[src/rtl/btn_debounce.sv]
// Push-button conditioner: a two-flop synchronizer and a four-state qualification FSM.
// It produces a debounced level plus single-cycle rise/fall pulses, all from registers.
`timescale 1ns/1ps
module btn_debounce #(
  parameter int STABLE_CYCLES = 120_000,
  parameter bit ACTIVE_LOW    = 1'b0
) (
  input  logic clk,
  input  logic rst,
  input  logic btn,
  output logic level,
  output logic rise,
  output logic fall,
  output logic busy
);

  localparam int CNT_W = (STABLE_CYCLES > 2) ? $clog2(STABLE_CYCLES) : 1;
  localparam logic [CNT_W-1:0] CNT_MAX = CNT_W'(STABLE_CYCLES - 1);

  localparam logic [1:0] ST_REL    = 2'd0;
  localparam logic [1:0] ST_PEND_P = 2'd1;
  localparam logic [1:0] ST_PRESS  = 2'd2;
  localparam logic [1:0] ST_PEND_R = 2'd3;

  logic             btn_in;
  logic [1:0]       sync_reg;
  logic             s;

  logic [1:0]       state_reg, state_next;
  logic [CNT_W-1:0] cnt_reg, cnt_next;
  logic             level_reg, level_next;
  logic             rise_reg, rise_next;
  logic             fall_reg, fall_next;
  logic             busy_reg, busy_next;

  // Polarity is normalised before synchronizing, so 1 always means pressed.
  assign btn_in = btn ^ ACTIVE_LOW;
  assign s      = sync_reg[1];

  always_ff @(posedge clk or posedge rst) begin
    if (rst) begin
      sync_reg <= 2'b00;
    end else begin
      sync_reg <= {sync_reg[0], btn_in};
    end
  end

  always_comb begin
    state_next = state_reg;
    cnt_next   = cnt_reg;
    level_next = level_reg;
    rise_next  = 1'b0;
    fall_next  = 1'b0;
    case (state_reg)
      ST_REL: begin
        if (s) begin
          state_next = ST_PEND_P;
          cnt_next   = '0;
        end
      end
      ST_PEND_P: begin
        if (!s) begin
          state_next = ST_REL;
          cnt_next   = '0;
        end else if (cnt_reg == CNT_MAX) begin
          state_next = ST_PRESS;
          cnt_next   = '0;
          level_next = 1'b1;
          rise_next  = 1'b1;
        end else begin
          cnt_next = cnt_reg + 1'b1;
        end
      end
      ST_PRESS: begin
        if (!s) begin
          state_next = ST_PEND_R;
          cnt_next   = '0;
        end
      end
      ST_PEND_R: begin
        if (s) begin
          state_next = ST_PRESS;
          cnt_next   = '0;
        end else if (cnt_reg == CNT_MAX) begin
          state_next = ST_REL;
          cnt_next   = '0;
          level_next = 1'b0;
          fall_next  = 1'b1;
        end else begin
          cnt_next = cnt_reg + 1'b1;
        end
      end
      default: begin
        state_next = ST_REL;
        cnt_next   = '0;
        level_next = 1'b0;
      end
    endcase
    // busy tracks the state being entered so it stays aligned with state_reg.
    busy_next = (state_next == ST_PEND_P) || (state_next == ST_PEND_R);
  end

  always_ff @(posedge clk or posedge rst) begin
    if (rst) begin
      state_reg <= ST_REL;
      cnt_reg   <= '0;
      level_reg <= 1'b0;
      rise_reg  <= 1'b0;
      fall_reg  <= 1'b0;
      busy_reg  <= 1'b0;
    end else begin
      state_reg <= state_next;
      cnt_reg   <= cnt_next;
      level_reg <= level_next;
      rise_reg  <= rise_next;
      fall_reg  <= fall_next;
      busy_reg  <= busy_next;
    end
  end

  assign level = level_reg;
  assign rise  = rise_reg;
  assign fall  = fall_reg;
  assign busy  = busy_reg;

endmodule

[config.mk]
export PLATFORM = sky130hd
export DESIGN_NAME = btn_debounce
export DESIGN_NICKNAME = d
export VERILOG_FILES = /design/src/rtl/btn_debounce.sv
export SDC_FILE = /design/constraint.sdc
export NUM_CORES = 1
export LEC_CHECK = 0
export CORE_ASPECT_RATIO = 0.8
export CORE_MARGIN = 2
export CORE_UTILIZATION = 50
export CTS_CLUSTER_SIZE = 20
export DETAILED_ROUTE_END_ITERATION = 12
export GPL_TIMING_DRIVEN = 0
export PLACE_DENSITY = 0.69
export SKIP_CTS_REPAIR_TIMING = 1
export SYNTH_ARGS = -nofsm -noshare
export SYNTH_HDL_FRONTEND = slang
export SYNTH_SLANG_ARGS = --single-unit
[constraint.sdc]
create_clock -name clk -period 2.36 [get_ports clk]
set_input_delay 0.354 -clock clk [delete_from_list [all_inputs] [get_ports clk]]
set_output_delay 0.354 -clock clk [all_outputs]
set_load 0.02 [all_outputs]
==> results of run 1 <==
==> routing by layer <==
layer,up-vias,share of wire
met5,-,0
met1,502,0.50
met4,0,0.0066
met2,21,0.46
met3,4,0.042
li1,526,-
==> where the power goes <==
| group | internal, mW | switching (mW) | leakage (nW) |
|---|---|---|---|
| combinational | 0.0140 | 0.0317 | 0.226 |
| clock | 0.0636 | 0.130 | 0.0177 |
| sequential | 0.435 | 0.00909 | 0.339 |
==> placed cells by master, fill, tap and decap left out, drive strengths merged, types with 2 or more instances in the layout <==
| cell | netlist | layout |
|---|---|---|
| o31ai | 6 | 6 |
| and4bb | 2 | 2 |
| nand4 | 5 | 5 |
| inv | 4 | 4 |
| buf | 3 | 3 |
| clkdlybuf4s50 | 0 | 6 |
| nand2b | 2 | 2 |
| nand3 | 8 | 8 |
| clkbuf | 1 | 4 |
| or3 | 3 | 3 |
| nand2 | 13 | 13 |
| o21ai | 9 | 9 |
| and2 | 4 | 4 |
| o22ai | 2 | 2 |
| a21oi | 9 | 9 |
| dfrtp | 25 | 25 |
| nor2 | 4 | 4 |
| clkinv | 1 | 2 |
| and3 | 3 | 3 |
| or4 | 7 | 7 |
| nor3 | 3 | 3 |
| a31oi | 3 | 3 |
==> path summary, 6_finish.rpt <==
| path | startpoint | end | slack [ns] |
|---|---|---|---|
| setup / recovery | cnt_reg[0]$_DFFE_PP0P_ | cnt_reg[14]$_DFFE_PP0P_ | 0.32 |
| hold / removal | sync_reg[0]$_DFF_PP0_ | sync_reg[1]$_DFF_PP0_ | 0.37 |
| max in group asynchronous | rst | cnt_reg[11]$_DFFE_PP0P_ | 1.30 |
| hold reg to reg | sync_reg[0]$_DFF_PP0_ | sync_reg[1]$_DFF_PP0_ | 0.37 |
| min in group asynchronous | rst | cnt_reg[3]$_DFFE_PP0P_ | 0.51 |
| setup reg to reg | cnt_reg[0]$_DFFE_PP0P_ | cnt_reg[14]$_DFFE_PP0P_ | 0.32 |
==> cell type report <==
type / instances / share of cell area
multi-input combinational: 98 / 0.4438
sequential: 25 / 0.4359
timing repair buffer: 6 / 0.04185
tap: 36 / 0.03139
clock buffer: 3 / 0.01569
buffer: 4 / 0.01482
inverter: 5 / 0.01308
clock inverter: 1 / 0.003487
==> cells by family (layout without fill, tap and decap cells) <==
logic type	after synthesis	after routing	synth area share
compound gates	36	36	0.1739
fa+ha+maj	1	1	0.009605
buf+inv	9	19	0.03073
xor+xnor	2	2	0.01922
simple gates	58	58	0.2776
mux	1	1	0.008645
flops	25	25	0.4803
==> flow_summary.toml, run 1 <==
[critical_path]
worstPathMaxFanout = 9
critPathRequiredTime_ns = 2.55
worst-path-stages = 6
cp_slowest_stage_delay_ns = 0.56
critical_path_class = "flop to flop"
crit_top_cell = "a21oi_1"
crit_path_end_kind = "flop"
path_cells = "ha_1 -> and4_1 -> buf_4 -> nand4_4 -> a21oi_1 -> a21oi_1"
worst_path_max_delay_cell = "a21oi_1"
cp.arrival_ns = 2.23
crit_family = "compound AO/OA/AOI/OAI gates"
worstRegToRegCells = 6
crit_buf_inv = 1
start_kind = "flop"

[detailed_routing]
first_iter_violations = 40
ant_nets = 0
routed_via_density = 5.916
firstDrtPassIters = 4
wl_per_cell_um = 14.50
drc = 0
drt-total-wl_um = 2581
num_vias = 1053

[floorplanning]
dieHeight_um = 49.65
core_um2 = 2462
num_rows = 16
dieArea_um2 = 3032
die_x_um = 61.07
initial_core_util = 0.5290
pin_count = 7

[final_layout]
area_delta_synth_final_pct = 10.18
layout.cells.non_filler = 178
largest_register_ffs = 17
num-nets-final = 147
fill_cells = 225
drive_gt1_frac = 0.1056
final_util = 0.5828
ff_latch_area_um2 = 625.6
diodes = 0
fin_area_um2 = 1435
multi_input_area_um2 = 636.9

[synth]
syn_avg_cell_area_um2 = 9.867
synthArstFlopShare = 1.000
ys.flop_type = "dfrtp_1"
yosysMostFrequentCell = "dfrtp_1"
syn-num-nets = 136
syn_inst = 132
synth_top_cells_by_area = "dfrtp_1 48%, or4_1 4.0%, nand2_1 3.7%"
synth_area_um2 = 1302
synth_top_area_share = 0.4803
synth_top_cells_by_count = "25 x dfrtp_1, 13 x nand2_1, 9 x a21oi_1, 9 x o21ai_0, 8 x nand3_1"
ys_types = 40
synth_top_cell_by_area = "dfrtp_1"
seq_area_frac_synth = 0.4803
synth_edf_count = 0
synth_seq_cells = 25
yosys_warnings = 0

[global_route]
use_met1 = 0.3000
busiest_layer = "met1"
grt_max_degree = 26
antenna_found_initial = 0
grt_overflow_total = 0
grt_pass1_wl_um = 4443
grtUsageMet3 = 0.05512
grt_pass1_vias = 922
met2_usage = 0.2748
grtUsageTotal = 0.1936

[run_status]
status = "finished, final reports clean"

[sta]
clock_skew_ns = 0.006329
worst_slew_pin_slew_ns = 0.9042
finalHoldViolations = 0
finalSetupViolations = 0
period_needed_ns = 2.042
rsz0062_at_grt = "no"
relSlewSlack = 0.3965
fmax_mhz = 489.8
fin_setup_tns_ns = 0
drv_slew = 0
period_share = 0.8651
hold_slack_ns = 0.3670
layout_setup_ws_ns = 0.3183

[cts]
htree_levels = 1
cts_num_sinks = 25
clockRootBuffer = "clkbuf_4"
cts_buffers = 3
cts.path.max_buffers = 2
clk_pin_slew_ns = 0.14
cts_tree = "done"
insertion_delay_ns = 0.32

[placement]
dp.cells = 174
finalWeightedCongestion = 0.7901
port_buffers = 6
post_dp_cell_area_um2 = 1408
detailedPlace.worstSlack_ns = 0.3385
dpl.hpwl_um = 1804

[hold_path]
whs_path_depth = 0
min_path_type = "flop to flop"

[flow_run]
maxCapViolations = 0

[pwr]
p_per_area_nw_per_um2 = 476.1
power.total_uw = 683.3
ir_drop_v = 0.0002689
p_leak_nw = 0.5820
No activity file was read; power rests on OpenSTA's default activity.
==> run 2: changes to the inputs <==
==> constraint.sdc (replaced) <==
create_clock -name clk -period 2.15 [get_ports clk]
set_input_delay 0.3225 -clock clk [delete_from_list [all_inputs] [get_ports clk]]
set_output_delay 0.3225 -clock clk [all_outputs]
set_load 0.02 [all_outputs]
==> flow_summary.toml, run 2 (synthesis results as in run 1) <==
[placement]
dpl.hpwl_um = 1804
post_dp_cell_area_um2 = 1408
detailedPlace.worstSlack_ns = 0.1285
dp.cells = 174
finalWeightedCongestion = 0.7901
port_buffers = 6

[final_layout]
largest_register_ffs = 17
ff_latch_area_um2 = 625.6
fin_area_um2 = 1439
layout.cells.non_filler = 178
drive_gt1_frac = 0.1127
diodes = 0
mostFrequentLayoutCells = "25 x dfrtp_1, 13 x nand2_1, 9 x o21ai_0, 8 x a21oi_1, 8 x nand3_1"
final_common_cell = "dfrtp_1"
fill_cells = 225
num-nets-final = 147
multi_input_area_um2 = 640.6
area_delta_synth_final_pct = 10.47

[critical_path]
critical_path_class = "flop to flop"
crit_path_end_kind = "flop"
critPathRequiredTime_ns = 2.38
rr_startpoint = "cnt_reg[0]$_DFFE_PP0P_"
startpoint = "cnt_reg[0]$_DFFE_PP0P_"
worstRegToRegCells = 6
r2r_end = "state_reg[1]$_DFF_PP0_"
start_kind = "flop"
cp.arrival_ns = 2.22
worstPathMaxFanout = 9
rrSetupSlack_ns = 0.16

[pwr]
p_leak_nw = 0.5826
power.total_uw = 751.9
ir_drop_v = 0.0002963
p_per_area_nw_per_um2 = 522.6

[hold_path]
min_to = "sync_reg[1]$_DFF_PP0_"
min_path_type = "flop to flop"
whs_path_depth = 0
hp-start = "sync_reg[0]$_DFF_PP0_"

[cts]
clockRootBuffer = "clkbuf_4"
cts_tree = "done"
clk_pin_slew_ns = 0.14
cts_buffers = 3
cts.path.max_buffers = 2
htree_levels = 1
cts_num_sinks = 25
insertion_delay_ns = 0.32

[sta]
rsz0062_at_grt = "no"
fmax_mhz = 501.8
drv_slew = 0
clock_skew_ns = 0.006430
fin_setup_tns_ns = 0
period_share = 0.9269
finalHoldViolations = 0
period_needed_ns = 1.993
relSlewSlack = 0.3964
layout_setup_ws_ns = 0.1571
worst_slew_pin_slew_ns = 0.9045
finalSetupViolations = 0

[detailed_routing]
routed_via_density = 5.978
num_vias = 1064
firstDrtPassIters = 4
drt-total-wl_um = 2613
drc = 0
first_iter_violations = 52
wl_per_cell_um = 14.68
ant_nets = 0

[global_route]
grt_pass1_vias = 922
grt_pass1_wl_um = 4443
grt_max_degree = 26
grtUsageTotal = 0.1936
antenna_found_initial = 0
grt_overflow_total = 0

[floorplanning]
dieArea_um2 = 3032
die_x_um = 61.07
core_um2 = 2462
dieHeight_um = 49.65
num_rows = 16
initial_core_util = 0.5290
pin_count = 7

[flow_run]
maxCapViolations = 0

[run_status]
status = "finished, final reports clean"
## run 2: metrics by stage
stage,hold slack (ns),utilization
2_1_floorplan,0.3312,-
3_3_place_gp,0.3323,0.5716
3_5_place_dp,0.3449,0.5716
4_1_cts,0.3737,0.5828
5_1_grt,0.3751,0.5844
6_report,0.3662,0.5844
## run 2: critical path: stages, from the launching register on
cell	delay (ns)
dfrtp_1	0.50
ha_1	0.25
and4_1	0.21
buf_4	0.15
nand4_4	0.16
or2_2	0.36
mux2_2	0.28
## run 2: metal layers
layer,wire (µm),up-vias,track usage,part of all wire
met3,131,4,0.05512,0.050
met5,0,-,0,0
met2,1165,27,0.2748,0.45
met1,1299,507,0.3000,0.50
met4,17,0,0.02174,0.0065
li1,-,526,-,-
## run 2: how the worst max path moves through the flow
stage | to | cells past startpoint
floorplan | state_reg[1]$_DFF_PP0_ | 6
global placement | cnt_reg[14]$_DFFE_PP0P_ | 6
detailed placement | cnt_reg[14]$_DFFE_PP0P_ | 6
CTS | cnt_reg[14]$_DFFE_PP0P_ | 6
global route | state_reg[1]$_DFF_PP0_ | 6
finish | state_reg[1]$_DFF_PP0_ | 6
## run 2: layout make-up
class / count / area share
Multi-Input combinational cell: 98 / 0.4452
Clock inverter: 1 / 0.003478
Sequential cell: 25 / 0.4348
Tap cell: 36 / 0.03130
Buffer: 4 / 0.01478
Timing Repair Buffer: 6 / 0.04174
Inverter: 5 / 0.01304
Clock buffer: 3 / 0.01565
## run 2: where the power goes
group          switching (mW)  leakage (nW)  internal [mW]  total (mW)
clock                   0.144        0.0177         0.0698       0.214
combinational          0.0351         0.226         0.0157      0.0508
sequential             0.0102         0.339          0.477       0.487
==> run 3: changes to the inputs <==
--- a/config.mk
+++ b/config.mk
@@ -5,12 +5,14 @@
 export SDC_FILE = /design/constraint.sdc
 export NUM_CORES = 1
 export LEC_CHECK = 0
+export ABC_AREA = 1
 export CORE_ASPECT_RATIO = 0.8
 export CORE_MARGIN = 2
 export CORE_UTILIZATION = 50
 export CTS_CLUSTER_SIZE = 20
 export DETAILED_ROUTE_END_ITERATION = 12
 export GPL_TIMING_DRIVEN = 0
+export MAX_ROUTING_LAYER = met4
 export PLACE_DENSITY = 0.69
 export SKIP_CTS_REPAIR_TIMING = 1
 export SYNTH_ARGS = -nofsm -noshare
==> flow_summary.toml, run 3 <==
[synth]
syn_inst = 172
synth_edf_count = 0
yosysMostFrequentCell = "nand2_1"
ys.flop_type = "dfrtp_1"
synth_area_um2 = 1338
seq_area_frac_synth = 0.4677
synth_seq_cells = 25
synthArstFlopShare = 1.000
syn-num-nets = 176
synth_top_cells_by_count = "48 x nand2_1, 26 x inv_1, 26 x nor2_1, 25 x dfrtp_1, 10 x nand3_1"
yosys_warnings = 0
ys_types = 22
synth_top_cells_by_area = "dfrtp_1 47%, nand2_1 13%, inv_1 7.3%"
synth_top_cell_by_area = "dfrtp_1"
synth_top_area_share = 0.4677
syn_avg_cell_area_um2 = 7.776

[final_layout]
diodes = 0
final_common_cell = "nand2_1"
num-nets-final = 187
largest_register_ffs = 17
drive_gt1_frac = 0.09890
mostFrequentLayoutCells = "48 x nand2_1, 26 x nor2_1, 26 x inv_1, 25 x dfrtp_1, 10 x nand3_1"
final_util = 0.5870
area_delta_synth_final_pct = 9.822

[detailed_routing]
drt-total-wl_um = 2499
ant_nets = 0
wl_per_cell_um = 11.46
firstDrtPassIters = 4
drc = 0
num_vias = 1092
first_iter_violations = 44
routed_via_density = 5.009

[cts]
cts_buffers = 3
clockRootBuffer = "clkbuf_4"
cts_tree = "done"
clk_pin_slew_ns = 0.14
insertion_delay_ns = 0.32
cts.path.max_buffers = 2
cts_num_sinks = 25
htree_levels = 1

[critical_path]
worst_path_max_delay_cell = "clkdlybuf4s50_1"
crit_family = "buffers and inverters"
crit_path_end_kind = "primary output"
crit_buf_inv = 1
cp.arrival_ns = 1.28
critPathRequiredTime_ns = 1.83
critical_path_class = "flop to primary output"
start_kind = "flop"
worstPathMaxFanout = 1
cp_slowest_stage_delay_ns = 0.60
path_cells = "clkdlybuf4s50_1"

[sta]
worst_slew_pin_slew_ns = 0.9397
rsz0062_at_grt = "no"
finalSetupViolations = 0
finalHoldViolations = 0
drv_slew = 0
relSlewSlack = 0.3728
period_needed_ns = 1.601
clock_skew_ns = 0.01039
period_share = 0.7446
fmax_mhz = 624.7
fin_setup_tns_ns = 0

[floorplanning]
dieArea_um2 = 3107
initial_core_util = 0.5345
num_rows = 16
core_um2 = 2502
dieHeight_um = 50.26
die_x_um = 61.83
pin_count = 7

[global_route]
antenna_found_initial = 0
grt_pass1_vias = 1035
grt_overflow_total = 0
grtUsageTotal = 0.1975
grt_max_degree = 26
grt_pass1_wl_um = 4478

[placement]
finalWeightedCongestion = 0.8760
dpl.hpwl_um = 1861
port_buffers = 6

[hold_path]
min_path_type = "flop to flop"

[pwr]
p_leak_nw = 0.7094
ir_drop_v = 0.0003463
p_per_area_nw_per_um2 = 507.9

[flow_run]
maxCapViolations = 0

[run_status]
status = "finished, final reports clean"
run 3: final timing paths:
check / start / endpoint / slack, ns / cells past startpoint
worst min-delay path: sync_reg[0]$_DFF_PP0_ / sync_reg[1]$_DFF_PP0_ / 0.37 / 0
worst max-delay path: busy$_DFF_PP0_ / busy / 0.55 / 1
max in group asynchronous: rst / cnt_reg[16]$_DFFE_PP0P_ / 1.08 / 2
min in group asynchronous: rst / fall$_DFF_PP0_ / 0.49 / 2
worst min register to register: sync_reg[0]$_DFF_PP0_ / sync_reg[1]$_DFF_PP0_ / 0.37 / 0
worst max register to register: cnt_reg[0]$_DFFE_PP0P_ / cnt_reg[16]$_DFFE_PP0P_ / 0.66 / 8
run 3: area by class of cell:
class                           instances  area (µm²)
Timing Repair Buffer                    6       60.06
Buffer                                  2       18.77
Clock buffer                            4       26.28
Fill cell                             234        1033
Sequential cell                        25       625.6
Tap cell                               36       45.04
Multi-Input combinational cell        118       586.8
Inverter                               27       106.4
run 3: cell families (layout without fill, tap and decap cells):
kind of cell | Yosys count | in the layout | synth area share
AND/OR/NAND/NOR | 103 | 103 | 0.3573
buffers and inverters | 29 | 39 | 0.09355
AO/OA/AOI/OAI | 7 | 7 | 0.02619
adder cells (fa/ha/maj) | 1 | 1 | 0.009353
flip-flops | 25 | 25 | 0.4677
XOR/XNOR | 7 | 7 | 0.04584
run 3: report_power, final:
group | internal, mW | leakage (nW) | switching (mW)
clock network | 0.0727 | 0.0150 | 0.140
registers | 0.477 | 0.339 | 0.00550
logic | 0.0157 | 0.356 | 0.0352
run 3: layer usage:
layer / global-route usage / part of all wire / routed length [µm]
met1: 0.2730 / 0.49 / 1227
met2: 0.3018 / 0.47 / 1169
met3: 0.04639 / 0.035 / 88
met4: 0.03191 / 0.0052 / 13
met5: - / 0 / 0
run 3: per-stage QoR:
stage,hold WS [ns],cell area [µm²],setup slack (ns),instances,total power [mW]
finish,0.3729,1469,0.5491,218,0.7461
detailed placement,0.3370,1443,0.6425,214,0.5435
CTS,0.3788,1469,0.5390,218,0.7537
floorplan,0.3312,1338,0.8863,172,0.5274
global route,0.3871,1469,0.4937,218,0.7810
global placement,0.3387,1443,0.6663,214,0.5420
